[src/rtl/pmu_quota_pkg.sv]
// Shared sizing helpers for the multi-core PMU quota monitor.
package pmu_quota_pkg;

    // Accumulator width: wide enough to hold the sum of every counter without wrapping.
    function automatic int sum_width_f(input int reg_width, input int n_counters);
        return reg_width + $clog2(n_counters);
    endfunction

    // Width of the shared scan index.
    function automatic int idx_width_f(input int n_counters);
        return $clog2(n_counters);
    endfunction

endpackage

[src/rtl/pmu_quota_chan.sv]
// One quota channel: accumulates the masked counters of a sweep, publishes the
// total on clean sweeps and keeps the sticky quota-exceeded interrupt.
module pmu_quota_chan
    import pmu_quota_pkg::*;
#(
    parameter int REG_WIDTH  = 32,
    parameter int N_COUNTERS = 9,
    localparam int SUM_WIDTH = sum_width_f(REG_WIDTH, N_COUNTERS),
    localparam int IDX_W     = idx_width_f(N_COUNTERS)
) (
    input  logic                  clk_i,
    input  logic                  rst_i,
    input  logic [IDX_W-1:0]      idx_i,
    input  logic                  first_i,
    input  logic                  last_i,
    input  logic [REG_WIDTH-1:0]  value_i,
    input  logic [N_COUNTERS-1:0] mask_i,
    input  logic [SUM_WIDTH-1:0]  limit_i,
    input  logic                  clear_i,
    output logic [SUM_WIDTH-1:0]  sum_o,
    output logic                  valid_o,
    output logic                  intr_o
);

    logic [SUM_WIDTH-1:0]  acc_q, acc_d;
    logic [N_COUNTERS-1:0] old_mask_q, old_mask_d;
    logic                  dirty_q, dirty_d;
    logic [SUM_WIDTH-1:0]  sum_q, sum_d;
    logic                  valid_q, valid_d;
    logic                  intr_q, intr_d;

    logic [SUM_WIDTH-1:0]  term;
    logic [SUM_WIDTH-1:0]  acc_sum;
    logic                  mask_chg;
    logic                  publish;

    // Accumulate, track mask stability and decide whether this sweep publishes.
    always_comb begin
        mask_chg   = (mask_i != old_mask_q);
        term       = mask_i[idx_i] ? SUM_WIDTH'(value_i) : '0;
        acc_sum    = acc_q + term;
        acc_d      = first_i ? term : acc_sum;
        old_mask_d = mask_i;
        // A change on the wrap cycle itself keeps the next sweep dirty as well.
        dirty_d    = last_i ? mask_chg : (dirty_q | mask_chg);
        publish    = last_i && !dirty_q && !mask_chg;
        sum_d      = publish ? acc_sum : sum_q;
        valid_d    = publish;
        // Set has priority over a simultaneous clear.
        intr_d     = (intr_q && !clear_i) || (publish && (acc_sum > limit_i));
    end

    // State and output registers with synchronous reset.
    always_ff @(posedge clk_i) begin
        if (rst_i) begin
            acc_q      <= '0;
            old_mask_q <= '0;
            dirty_q    <= 1'b0;
            sum_q      <= '0;
            valid_q    <= 1'b0;
            intr_q     <= 1'b0;
        end else begin
            acc_q      <= acc_d;
            old_mask_q <= old_mask_d;
            dirty_q    <= dirty_d;
            sum_q      <= sum_d;
            valid_q    <= valid_d;
            intr_q     <= intr_d;
        end
    end

    assign sum_o   = sum_q;
    assign valid_o = valid_q;
    assign intr_o  = intr_q;

endmodule

[src/rtl/pmu_quota_mc.sv]
// Multi-core quota monitor: one shared scan index and counter mux feeding
// N_CORES independent quota channels.
module pmu_quota_mc
    import pmu_quota_pkg::*;
#(
    parameter int REG_WIDTH  = 32,
    parameter int N_COUNTERS = 9,
    parameter int N_CORES    = 4,
    localparam int SUM_WIDTH = sum_width_f(REG_WIDTH, N_COUNTERS)
) (
    input  logic                                    clk_i,
    input  logic                                    rstn_i,
    input  logic                                    softrst_i,
    input  logic [N_COUNTERS-1:0][REG_WIDTH-1:0]    counter_value_i,
    input  logic [N_CORES-1:0][N_COUNTERS-1:0]      quota_mask_i,
    input  logic [N_CORES-1:0][SUM_WIDTH-1:0]       quota_limit_i,
    input  logic [N_CORES-1:0]                      intr_clear_i,
    output logic [N_CORES-1:0][SUM_WIDTH-1:0]       quota_sum_o,
    output logic [N_CORES-1:0]                      sum_valid_o,
    output logic [N_CORES-1:0]                      intr_quota_o
);

    localparam int IDX_W = idx_width_f(N_COUNTERS);

    logic                 rst;
    logic [IDX_W-1:0]     idx_q, idx_d;
    logic                 first, last;
    logic [REG_WIDTH-1:0] sel_value;

    assign rst = !rstn_i || softrst_i;

    // Scan index: 0 .. N_COUNTERS-1, then wrap.
    always_comb begin
        first = (idx_q == '0);
        last  = (idx_q == IDX_W'(N_COUNTERS - 1));
        idx_d = last ? '0 : idx_q + 1'b1;
    end

    // Scan index register.
    always_ff @(posedge clk_i) begin
        if (rst) begin
            idx_q <= '0;
        end else begin
            idx_q <= idx_d;
        end
    end

    // Single counter mux shared by every channel.
    always_comb begin
        sel_value = '0;
        for (int k = 0; k < N_COUNTERS; k++) begin
            if (idx_q == IDX_W'(k)) begin
                sel_value = counter_value_i[k];
            end
        end
    end

    for (genvar c = 0; c < N_CORES; c++) begin : g_chan
        pmu_quota_chan #(
            .REG_WIDTH  (REG_WIDTH),
            .N_COUNTERS (N_COUNTERS)
        ) u_chan (
            .clk_i   (clk_i),
            .rst_i   (rst),
            .idx_i   (idx_q),
            .first_i (first),
            .last_i  (last),
            .value_i (sel_value),
            .mask_i  (quota_mask_i[c]),
            .limit_i (quota_limit_i[c]),
            .clear_i (intr_clear_i[c]),
            .sum_o   (quota_sum_o[c]),
            .valid_o (sum_valid_o[c]),
            .intr_o  (intr_quota_o[c])
        );
    end

endmodule

[config.mk]
export PLATFORM = sky130hd
export DESIGN_NAME = pmu_quota_mc
export DESIGN_NICKNAME = d
export VERILOG_FILES = /design/src/rtl/pmu_quota_pkg.sv /design/src/rtl/pmu_quota_chan.sv /design/src/rtl/pmu_quota_mc.sv
export SDC_FILE = /design/constraint.sdc
export NUM_CORES = 1
export LEC_CHECK = 0
export BUFFER_PORTS_ARGS = -buffer_cell sky130_fd_sc_hd__buf_4
export CAP_MARGIN = 20
export CORE_AREA = 2 2 240 242
export CTS_CLUSTER_DIAMETER = 40
export DETAILED_ROUTE_END_ITERATION = 7
export DIE_AREA = 0 0 242 244
export GPL_TIMING_DRIVEN = 0
export PLACE_DENSITY = 0.77
export SYNTH_ARGS = -nofsm -noshare
export SYNTH_HDL_FRONTEND = slang
export SYNTH_SLANG_ARGS = --single-unit
[constraint.sdc]
create_clock -name clk_i -period 7.6 [get_ports clk_i]
set_input_delay 0.76 -clock clk_i [delete_from_list [all_inputs] [get_ports clk_i]]
set_output_delay 0.76 -clock clk_i [all_outputs]
set_load 0.02 [all_outputs]
After elaboration in Yosys (flattened, before gate mapping)
Index checks and enable logic that the tools add are counted.
W data, S select, Z words.
{ "word_totals": {"ff_bits": 340, "output_inout_bits": 152, "word_cells": 116, "input_bits": 475} }
{ "op_classes": {"n_mux": 29, "n_lt_le_gt_ge": 5, "n_bitwise": 4, "n_addsub": 5, "n_eq_ne": 12, "reduce_logical": 36} }
{ "ops": {"columns": ["cell", "count"], "rows": [
  ["$mux W32", 13],
  ["$add A36 B36 Y36", 4],
  ["$gt A36 B36 Y1", 4],
  ["$mux W36", 4],
  ["$ne A9 B9 Y1", 4],
  ["$bmux W1 S4", 4],
  ["$eq A4 B3 Y1 const B", 4],
  ["$logic_and A1 B1 Y1", 16],
  ["$logic_not A1 Y1", 13],
  ["$eq A4 B2 Y1 const B", 2],
  ["$mux W1", 8],
  ["$logic_or A1 B1 Y1", 5],
  ["$lt A4 B5 Y1 const B", 1],
  ["$add A4 B1 Y4 const B", 1],
  ["$eq A4 B1 Y1 const B", 1],
  ["$eq A4 B4 Y1 const B", 1],
  ["$logic_not A4 Y1", 1],
  ["$or A1 B1 Y1", 4],
  ["$reduce_or A2 Y1", 1]
]} }

Depth between registers and ports, before layout
Gate-level depths: netlist (run 1).
{ "depth": {"ltp_word": 15, "mapped_depth": 36, "ltp_nobuf": 33} }

Hierarchy
Synthesis (run 1) repeated with hierarchy kept, for this count alone.
{ "hier_totals": {"hier_cells": 3762, "hier_area_um2": 28478.6} }
{ "modules_own_cells": {"columns": ["module", "area_each_um2", "n_inst", "cells_each", "seq_area_each_um2"], "rows": [
  ["pmu_quota_chan at g_chan[1].u_chan ...", 6600.1, 2, 853, 1681.6],
  ["pmu_quota_chan at g_chan[0].u_chan", 6398.6, 1, 818, 1681.6],
  ["pmu_quota_chan at g_chan[3].u_chan", 6222.2, 1, 786, 1681.6],
  ["pmu_quota_mc", 2657.5, 1, 452, 80.1]
]} }

Least setup slack after synthesis (run 1)
No wires, ideal clock.
{ "synth_path": {"path_type": "register -> register", "startpoint": "register idx_q[0]", "endpoint": "register g_chan[1].u_chan.intr_q", "arrival_time_ns": 6.129, "stages_incl_launch_ff": 37, "required_ns": 7.473, "setup_slack_ns": 1.344, "synth_period_minus_slack_ns": 6.256, "setup_ns": 0.127, "path_buffers": 4, "cell_sequence": "dfxtp_1 clkbuf_1 inv_1 ha_1 clkbuf_1 and2_0 clkbuf_1 clkbuf_1 a221oi_1 nor3_1 a221oi_1 o211ai_1 o21ai_1 nor2_1 ha_1 inv_1 fa_1 nor2b_1 o21ai_1 a21oi_2 o211ai_2 a21oi_1 nor3_2 o21ai_1 a31oi_1 xnor2_1 ha_1 a21o_1 a21o_1 a21o_1 a21o_1 a21o_1 a21o_1 a221oi_1 o21ai_0 a221oi_1 o21ai_0"} }
{ "synth_via": {"elab_chain_len": 15, "elab_cells_between_ends": 27, "classes_between": "1 x add/sub; 1 x order compare; 8 x eq/ne; 12 x mux; 5 x reduce/logical"} }
{ "synth_lines": {"columns": ["element", "line_no", "text"], "rows": [
  ["start: declaration", "pmu_quota_mc.sv:26", "logic [IDX_W-1:0] idx_q, idx_d;"],
  ["start signal: assignment", "pmu_quota_mc.sv:44", "idx_q <= idx_d;"],
  ["$logic_not A4 Y1", "pmu_quota_mc.sv:52", "if (idx_q == IDX_W'(k)) begin"],
  ["$mux W32 (9 in a row)", "pmu_quota_mc.sv:52", null],
  ["$mux W32 *", "pmu_quota_chan.sv:40", "term = mask_i[idx_i] ? SUM_WIDTH'(value_i) : '0;"],
  ["$add A36 B36 Y36 *", "pmu_quota_chan.sv:41", "acc_sum = acc_q + term;"],
  ["via g_chan[1].u_chan.acc_sum[20]", "pmu_quota_chan.sv:33", "logic [SUM_WIDTH-1:0] acc_sum;"],
  ["$gt A36 B36 Y1 *", "pmu_quota_chan.sv:50", "intr_d = (intr_q && !clear_i) || (publish && (acc_sum > limit_i));"],
  ["$logic_and A1 B1 Y1 *", "pmu_quota_chan.sv:50", null],
  ["$logic_or A1 B1 Y1 *", "pmu_quota_chan.sv:50", null],
  ["end signal: assignment", "pmu_quota_chan.sv:68", "intr_q <= intr_d;"],
  ["end: declaration", "pmu_quota_chan.sv:30", "logic intr_q, intr_d;"]
]} }
The timed path passes the listed nets; every way through them passes the cells marked *. The select of a mux whose other input is x is not followed.
A chain may end at the register's enable or synchronous reset.

Worst setup path after layout (run 1)
{ "layout_path": {"startpoint": "register idx_q[0]", "endpoint": "register g_chan[2].u_chan.intr_q"} }
{ "layout_via": {"elab_chain_len": 15, "elab_cells_between_ends": 27, "classes_between": "1 x add/sub; 1 x order compare; 8 x eq/ne; 12 x mux; 5 x reduce/logical"} }
{ "layout_lines": {"columns": ["element", "line_no"], "rows": [
  ["$logic_not A4 Y1", "pmu_quota_mc.sv:52"],
  ["$mux W32 (9 in a row)", "pmu_quota_mc.sv:52"],
  ["$mux W32 *", "pmu_quota_chan.sv:40"],
  ["$add A36 B36 Y36 *", "pmu_quota_chan.sv:41"],
  ["via g_chan[2].u_chan.acc_sum[30]", "pmu_quota_chan.sv:33"],
  ["$gt A36 B36 Y1 *", "pmu_quota_chan.sv:50"],
  ["$logic_and A1 B1 Y1 *", "pmu_quota_chan.sv:50"],
  ["$logic_or A1 B1 Y1 *", "pmu_quota_chan.sv:50"],
  ["end signal: assignment", "pmu_quota_chan.sv:68"],
  ["end: declaration", "pmu_quota_chan.sv:30"]
]} }
Marked as above.

==> run metrics, run 1 <==
status=finished clean; Die Ht=about 240 µm; Period minus WS final=7.38 ns; Synth Warn #=0; post-DP HPWL=around 90000 µm; Synth Area in Compound Gates=25.4%; max cap viols=0; CTS tree=built; CP Class=flop to flop; Final WS setup=around 0.22 ns; Hold Vio Cnt, Final=0; leakage=0.0161 µW; Worst Clk Skew=between 0.03 and 0.04 ns; Data required, critical path=8.05 ns; port bufs=626; WHS Path Cells=2; fillers=a little over 5000; fraction of layout instances using a drive strength above 1=22.8%; die area=0.0590 mm²; final net count=4631; Synth Area in XOR/XNOR=5.78%; CP max stage delay=0.71 ns; post-route DRC violation count=0; die boundary width=roughly 240 µm; largest family of logic cells by synthesized area=compound AO/OA/AOI/OAI gates; peak supply drop=roughly 140 µV; Synth Area in Simple Gates=19.0%; Clock Sinks=340; asr flop ratio synth=0%; Yosys top cell area share=27.9%; FMAX=135 MHz; Primary FF master, synth=dfxtp_1; Finished Core Util=58.5%; slowest CP cell=nor3_1; Synth Instances=3155; max_slew headroom=19.2%; Post-Syn Nets=around 3900; startpoint class of the critical path=flop; Post-Synth Adder-Cell Area=about 14%; CP delay by family, top=compound AO/OA/AOI/OAI gates; WL met2=50600 µm; Worst-Skew Late Latency=0.62 ns; Reg area=0.00681 mm²; root buffer cell=clkbuf_16; wire per inst=23.4 µm; mux share of post-synthesis cell area=0.944%; Top Metal Used=met4; CP Buf/Inv Count=6; 1st-iter DRT viols=2428; Synth-to-Final Area Change=34.7%; cell taking the most area after synthesis=dfxtp_1; Post-synth EDFFs=0; initial core utilization=about 43%; fin crit share=a little over nine tenths; register area share after synthesis=between 20% and 30%; Syn Area/Cell=7.73 µm²; Clock Tree Buf Depth=3; TritonCTS Buffers=66; met3 wire length=9030 µm; Crit. End Element=flop; Cell Area, Synth=0.0244 mm²; wire length on met1=just over 40000 µm; final wirelength=110000 µm; Max Slew Vio Count=0; Worst-Margin Slew=1.21 ns; hold slack=roughly 0.37 ns; Core ar.=about 0.056 mm²; setup violators final=0; GRT overflow=0; Routability Congestion=~0.99; Cell Pwr Density=196 mW/mm²; GRT Util Overall=a little over a third; pin count of the biggest net entering global routing=12; cells on worst reg2reg path=30; post-DR vias/cell=5.81; CTS clk-pin slew, worst paths=0.06 ns; class of the worst hold path=primary input to flop; cts hold-fix bufs=0; critical path depth in cells=30; pre-CTS WS=-1.04 ns; #FFs+latches synth=340; num rows=87; Boundary Pins=roughly 630; Unique masters post-synth=86; placed cell area=roughly 0.03 mm²; CP max FO=10; total power=roughly 6400 µW; combined area of the multi-input logic cells=0.0162 mm²; htree depth=3; Synth area leaders=dfxtp_1 (28%), ha_1 (14%), nand2_1 (5.5%), a21oi_1 (5.0%), nor2_1 (4.6%); vias in the first global route=26200; antenna violations before repair=15; Most common cell on crit path=inv_1; Antenna Violating Nets Remaining=0; Via Count=27300; first-pass GRT wire length=approximately 160000 µm; Data arrival, critical path=7.84 ns; Final Cell Area=0.0328 mm²; Pre-Repair DR Iteration Count=8
==> final timing paths <==
check	start	endpoint	slack [ns]
min reg2reg	g_chan[1].u_chan.sum_o[15]$_SDFFE_PP0P_	g_chan[1].u_chan.sum_o[15]$_SDFFE_PP0P_	0.45
max	idx_q[0]$_SDFF_PP0_	g_chan[2].u_chan.intr_o$_SDFF_PP0_	0.22
max reg2reg	idx_q[0]$_SDFF_PP0_	g_chan[2].u_chan.intr_o$_SDFF_PP0_	0.22
min	quota_mask_i[13]	g_chan[1].u_chan.old_mask_q[4]$_SDFF_PP0_	0.37
==> area by class of cell <==
cell class | count | area share [%]
multi-input combinational | 2407 | 49.2
sequential | 340 | 20.7
timing repair buffer | 655 | 15.2
clock buffer | 86 | 5.79
tap | 756 | 2.88
inverter | 243 | 2.78
buffer | 163 | 2.14
clock inverter | 33 | 1.20
antenna | 16 | 0.122
==> report_power, final <==
part	leakage (µW)	internal [µW]	switching [µW]	total (µW)
logic	0.0122	619	939	1560
clock network	0.00112	1980	1060	3040
registers	0.00275	1830	16.5	1850
==> synthesized netlist by cell type (all sizes together), types with 8 or more instances <==
library cell  count
a21oi           251
or3              13
a31oi            11
xor2             84
nor4             10
a211o            10
o21a             23
and3             20
nand3            59
a221oi           71
or2               9
or4               8
and2             56
nand2b           28
o21ai           232
nor2b            24
nor3             61
clkbuf          139
o22ai            47
mux4              8
nor2            298
dfxtp           340
inv             243
a211oi           29
ha              276
a222oi           25
a21o            121
o21bai           13
xnor2            77
o211ai           45
nand4            47
nand2           359
buf              26
and4             11
==> through the flow <==
step           cells  TNS, ns
2_1_floorplan   3155        0
3_3_place_gp    4537    -4.14
3_5_place_dp    4558    -3.55
4_1_cts         4677        0
5_1_grt         4697  -0.0207
6_report        4699        0
==> state kept, by name, indices dropped and copies added, names as in the netlist <==
register and flops:
g_chan.u_chan.valid_o 4, g_chan.u_chan.dirty_q 4, idx_q 4, g_chan.u_chan.old_mask_q 36, g_chan.u_chan.sum_o 144, g_chan.u_chan.acc_q 144, g_chan.u_chan.intr_o 4
==> cell families after synthesis <==
group | Yosys count
AO/OA/AOI/OAI | 940
buffers and inverters | 408
flip-flops | 340
adder cells (fa/ha/maj) | 280
AND/OR/NAND/NOR | 1013
XOR/XNOR | 161
multiplexers | 13
==> per-layer routing <==
metal	global-route usage [%]	up-vias
met2	59.2	1454
met4	26.9	0
met3	6.64	387
li1	-	12700
met1	41.0	12700
met5	0	-
==> repair_timing <==
| item | in CTS | in global routing |
|---|---|---|
| pin swaps | 4 | 7 |
| resized for setup | 29 | 49 |
| setup endpoints to repair | 4 | 4 |
| cloned | 0 | 0 |
| hold endpoints to repair | 0 | 0 |
| buffers inserted | 1 | 7 |
==> cells in the final DEF, fill, tap and decap left out, drive strengths merged, types with 13 or more instances in the layout <==
cell type	Yosys	layout
buf	26	683
nand2	359	359
dfxtp	340	340
nor2	298	298
ha	276	276
a21oi	251	251
inv	243	248
o21ai	232	232
clkbuf	139	221
a21o	121	121
xor2	84	84
xnor2	77	77
a221oi	71	71
nor3	61	61
nand3	59	59
and2	56	56
nand4	47	47
o22ai	47	47
o211ai	45	45
a211oi	29	29
nand2b	28	28
a222oi	25	25
nor2b	24	24
o21a	23	23
and3	20	20
clkinv	0	17
diode	0	16
o21bai	13	13
or3	13	13
(Power assumes the default switching activity.)
==> run 2: changes to the inputs <==
Settings changed: CTS_BUF_LIST from default to sky130_fd_sc_hd__clkbuf_2 sky130_fd_sc_hd__clkbuf_4 sky130_fd_sc_hd__clkbuf_8.
==> run 2 against run 1 <==
Effect of this change: core utilization fell by 1.3 points; largest power group unchanged; first-iteration DRC count fell by 9.2%; sequential share of layout area rose by 0.48 points; critical endpoint is now g_chan[3].u_chan.intr_o$_SDFF_PP0_; critical path type unchanged; power fell by 14%; clock skew rose by 0.011 ns.
==> run metrics, run 2 (synthesis gave the netlist of run 1 again) <==
peak supply drop=99.9 µV (-27%); Hold Vio Cnt, Final=0 (unchanged); Period minus WS final=7.35 ns (-0.0351 ns); r2r setup slk=0.25 ns (+0.04 ns); post-DP HPWL=87700 µm (unchanged); fin crit share=96.7% (-0.46 points); Synth-to-Final Area Change=31.7%; vias in the first global route=26000 (-0.92%); startpoint class of the critical path=flop; setup violators final=0 (unchanged); FMAX=136 MHz (+0.48%); Clock Sinks=340 (unchanged); num rows=87 (unchanged); CP Class=flop to flop; critical path depth in cells=31 (+3.3%); die boundary width=242 µm (unchanged); Worst-Margin Slew=1.16 ns (-0.0523 ns); placed cell area=0.0303 mm² (unchanged); max_slew headroom=22.6% (+3.5 points); Routability Congestion=0.987 (unchanged); CP max FO=10 (unchanged); Worst Setup EP=g_chan[3].u_chan.intr_o$_SDFF_PP0_; port bufs=626 (unchanged); cells on worst reg2reg path=31 (+3.3%); post-route DRC violation count=0 (unchanged); Die Ht=244 µm (unchanged); final wirelength=109000 µm (-1.0%); Worst Clk Skew=0.0412 ns (+0.0108 ns); CTS clk-pin slew, worst paths=0.06 ns (about the same); max cap viols=0 (unchanged); fillers=5280 (+2.4%); leakage=0.0158 µW (-1.9%); CP delay by family, top=compound AO/OA/AOI/OAI gates; fin cells=4706 (+0.15%); initial core utilization=43.4% (unchanged); slowest CP cell=dfxtp_1; Antenna Violating Nets Remaining=0 (unchanged); CTS tree=built; fraction of layout instances using a drive strength above 1=23.1% (+0.33 points); crit path launch=idx_q[0]$_SDFF_PP0_; reg2reg end=g_chan[3].u_chan.intr_o$_SDFF_PP0_; RR Startpoint=idx_q[0]$_SDFF_PP0_; die area=0.0590 mm² (unchanged); Crit. End Element=flop; htree depth=3 (unchanged); most frequent cells in the layout=buf_4 (650), nand2_1 (358), dfxtp_1 (340); Cell Pwr Density=173 mW/mm² (-12%); Via Count=27100 (-0.80%); class of the worst hold path=primary input to flop; Max Slew Vio Count=0 (unchanged); post-DR vias/cell=5.75 (-0.94%); Worst-Skew Late Latency=0.67 ns (+0.05 ns); TritonCTS Buffers=71 (+7.6%); GRT overflow=0 (unchanged); GRT Util Overall=35.3% (-0.39 points); status=finished clean; pin count of the biggest net entering global routing=11 (-1); first-pass GRT wire length=158000 µm (-1.1%); Data arrival, critical path=7.84 ns (about the same); placed cell count=4558 (unchanged); wire per inst=23.2 µm (-1.2%); CP Buf/Inv Count=5 (-1); CP max stage delay=0.45 ns (-0.26 ns); commonest non-fill, non-tap cell in the layout=buf_4; Core ar.=0.0562 mm² (unchanged); root buffer cell=clkbuf_8; 1st-iter DRT viols=2205 (-9.2%); Boundary Pins=627 (unchanged); Clock Tree Buf Depth=3 (unchanged); Final Cell Area=0.0321 mm² (-2.2%); Pre-Repair DR Iteration Count=6 (-2); Data required, critical path=8.09 ns (+0.04 ns); antenna violations before repair=13 (-2); final net count=4636 (+0.11%)
==> run 2: changes by cell type in the layout (fill, tap and decap cells not counted), moves of 3 or more <==
cell       delta
clkinv_4      -3
clkinv_2      +4
clkbuf_8     +73
clkbuf_1      -6
clkbuf_4     +15
clkbuf_16    -69
==> run 2: power by group <==
group | total [µW] | switching (µW) | internal [µW]
Sequential | 1840 | 16.2 | 1830
Clock | 2150 | 914 | 1230
Combinational | 1560 | 935 | 620
==> run 2: layer usage <==
metal | global-route usage (%) | part of all wire (%) | routed length, µm | vias to the layer above
li1 | - | - | - | 12700
met1 | 40.7 | 38 | 41400 | 12700
met2 | 58.5 | 46 | 50000 | 1364
met3 | 6.38 | 8.1 | 8780 | 349
met4 | 26.4 | 8.1 | 8820 | 0
met5 | 0 | 0 | 0 | -
==> run 2: how the worst min path moves through the flow <==
stage | slack [ns] | cells after the start | endpoint | from
2_1_floorplan | 0.46 | 2 | g_chan[1].u_chan.intr_o$_SDFF_PP0_ | g_chan[1].u_chan.intr_o$_SDFF_PP0_
3_3_place_gp | 0.44 | 2 | g_chan[2].u_chan.sum_o[3]$_SDFFE_PP0P_ | g_chan[2].u_chan.sum_o[3]$_SDFFE_PP0P_
3_5_place_dp | 0.45 | 2 | g_chan[1].u_chan.sum_o[15]$_SDFFE_PP0P_ | g_chan[1].u_chan.sum_o[15]$_SDFFE_PP0P_
4_1_cts | 0.28 | 2 | g_chan[1].u_chan.old_mask_q[4]$_SDFF_PP0_ | quota_mask_i[13]
5_1_grt | 0.31 | 2 | g_chan[0].u_chan.old_mask_q[7]$_SDFF_PP0_ | quota_mask_i[7]
6_report | 0.31 | 2 | g_chan[1].u_chan.old_mask_q[4]$_SDFF_PP0_ | quota_mask_i[13]
==> run 2: per-stage QoR <==
stage	util, %	worst slack, ns	hold slack, ns	TNS [ns]	power (µW)
floorplan	-	1.34	0.458	0	2730
global placement	53.5	-1.13	0.443	-4.14	3320
detailed placement	53.9	-1.04	0.447	-3.55	3370
CTS	56.8	0.0366	0.283	0	5510
global route	57.1	-0.0254	0.313	-0.0255	5770
finish	57.2	0.250	0.312	0	5540
==> run 2: cell type report <==
class | instances | area, µm² | share of cell area, %
well taps | 756 | 946 | 2.95
clock inverters | 28 | 272 | 0.846
plain buffers | 163 | 702 | 2.19
clock buffers | 100 | 1280 | 3.97
diodes | 14 | 35.0 | 0.109
inverters | 243 | 912 | 2.84
flip-flops and latches | 340 | 6810 | 21.2
repair buffers | 655 | 4990 | 15.5
multi-input cells | 2407 | 16200 | 50.4
==> run 2: timing repair <==
action / in CTS / in global routing
hold buffers: 0 / 0
endpoints found under the setup margin: 4 / 4
pin swaps: 3 / 9
cloned: 0 / 0
gates resized for setup: 29 / 49
setup buffers: 1 / 6
endpoints found under the hold margin: 0 / 0
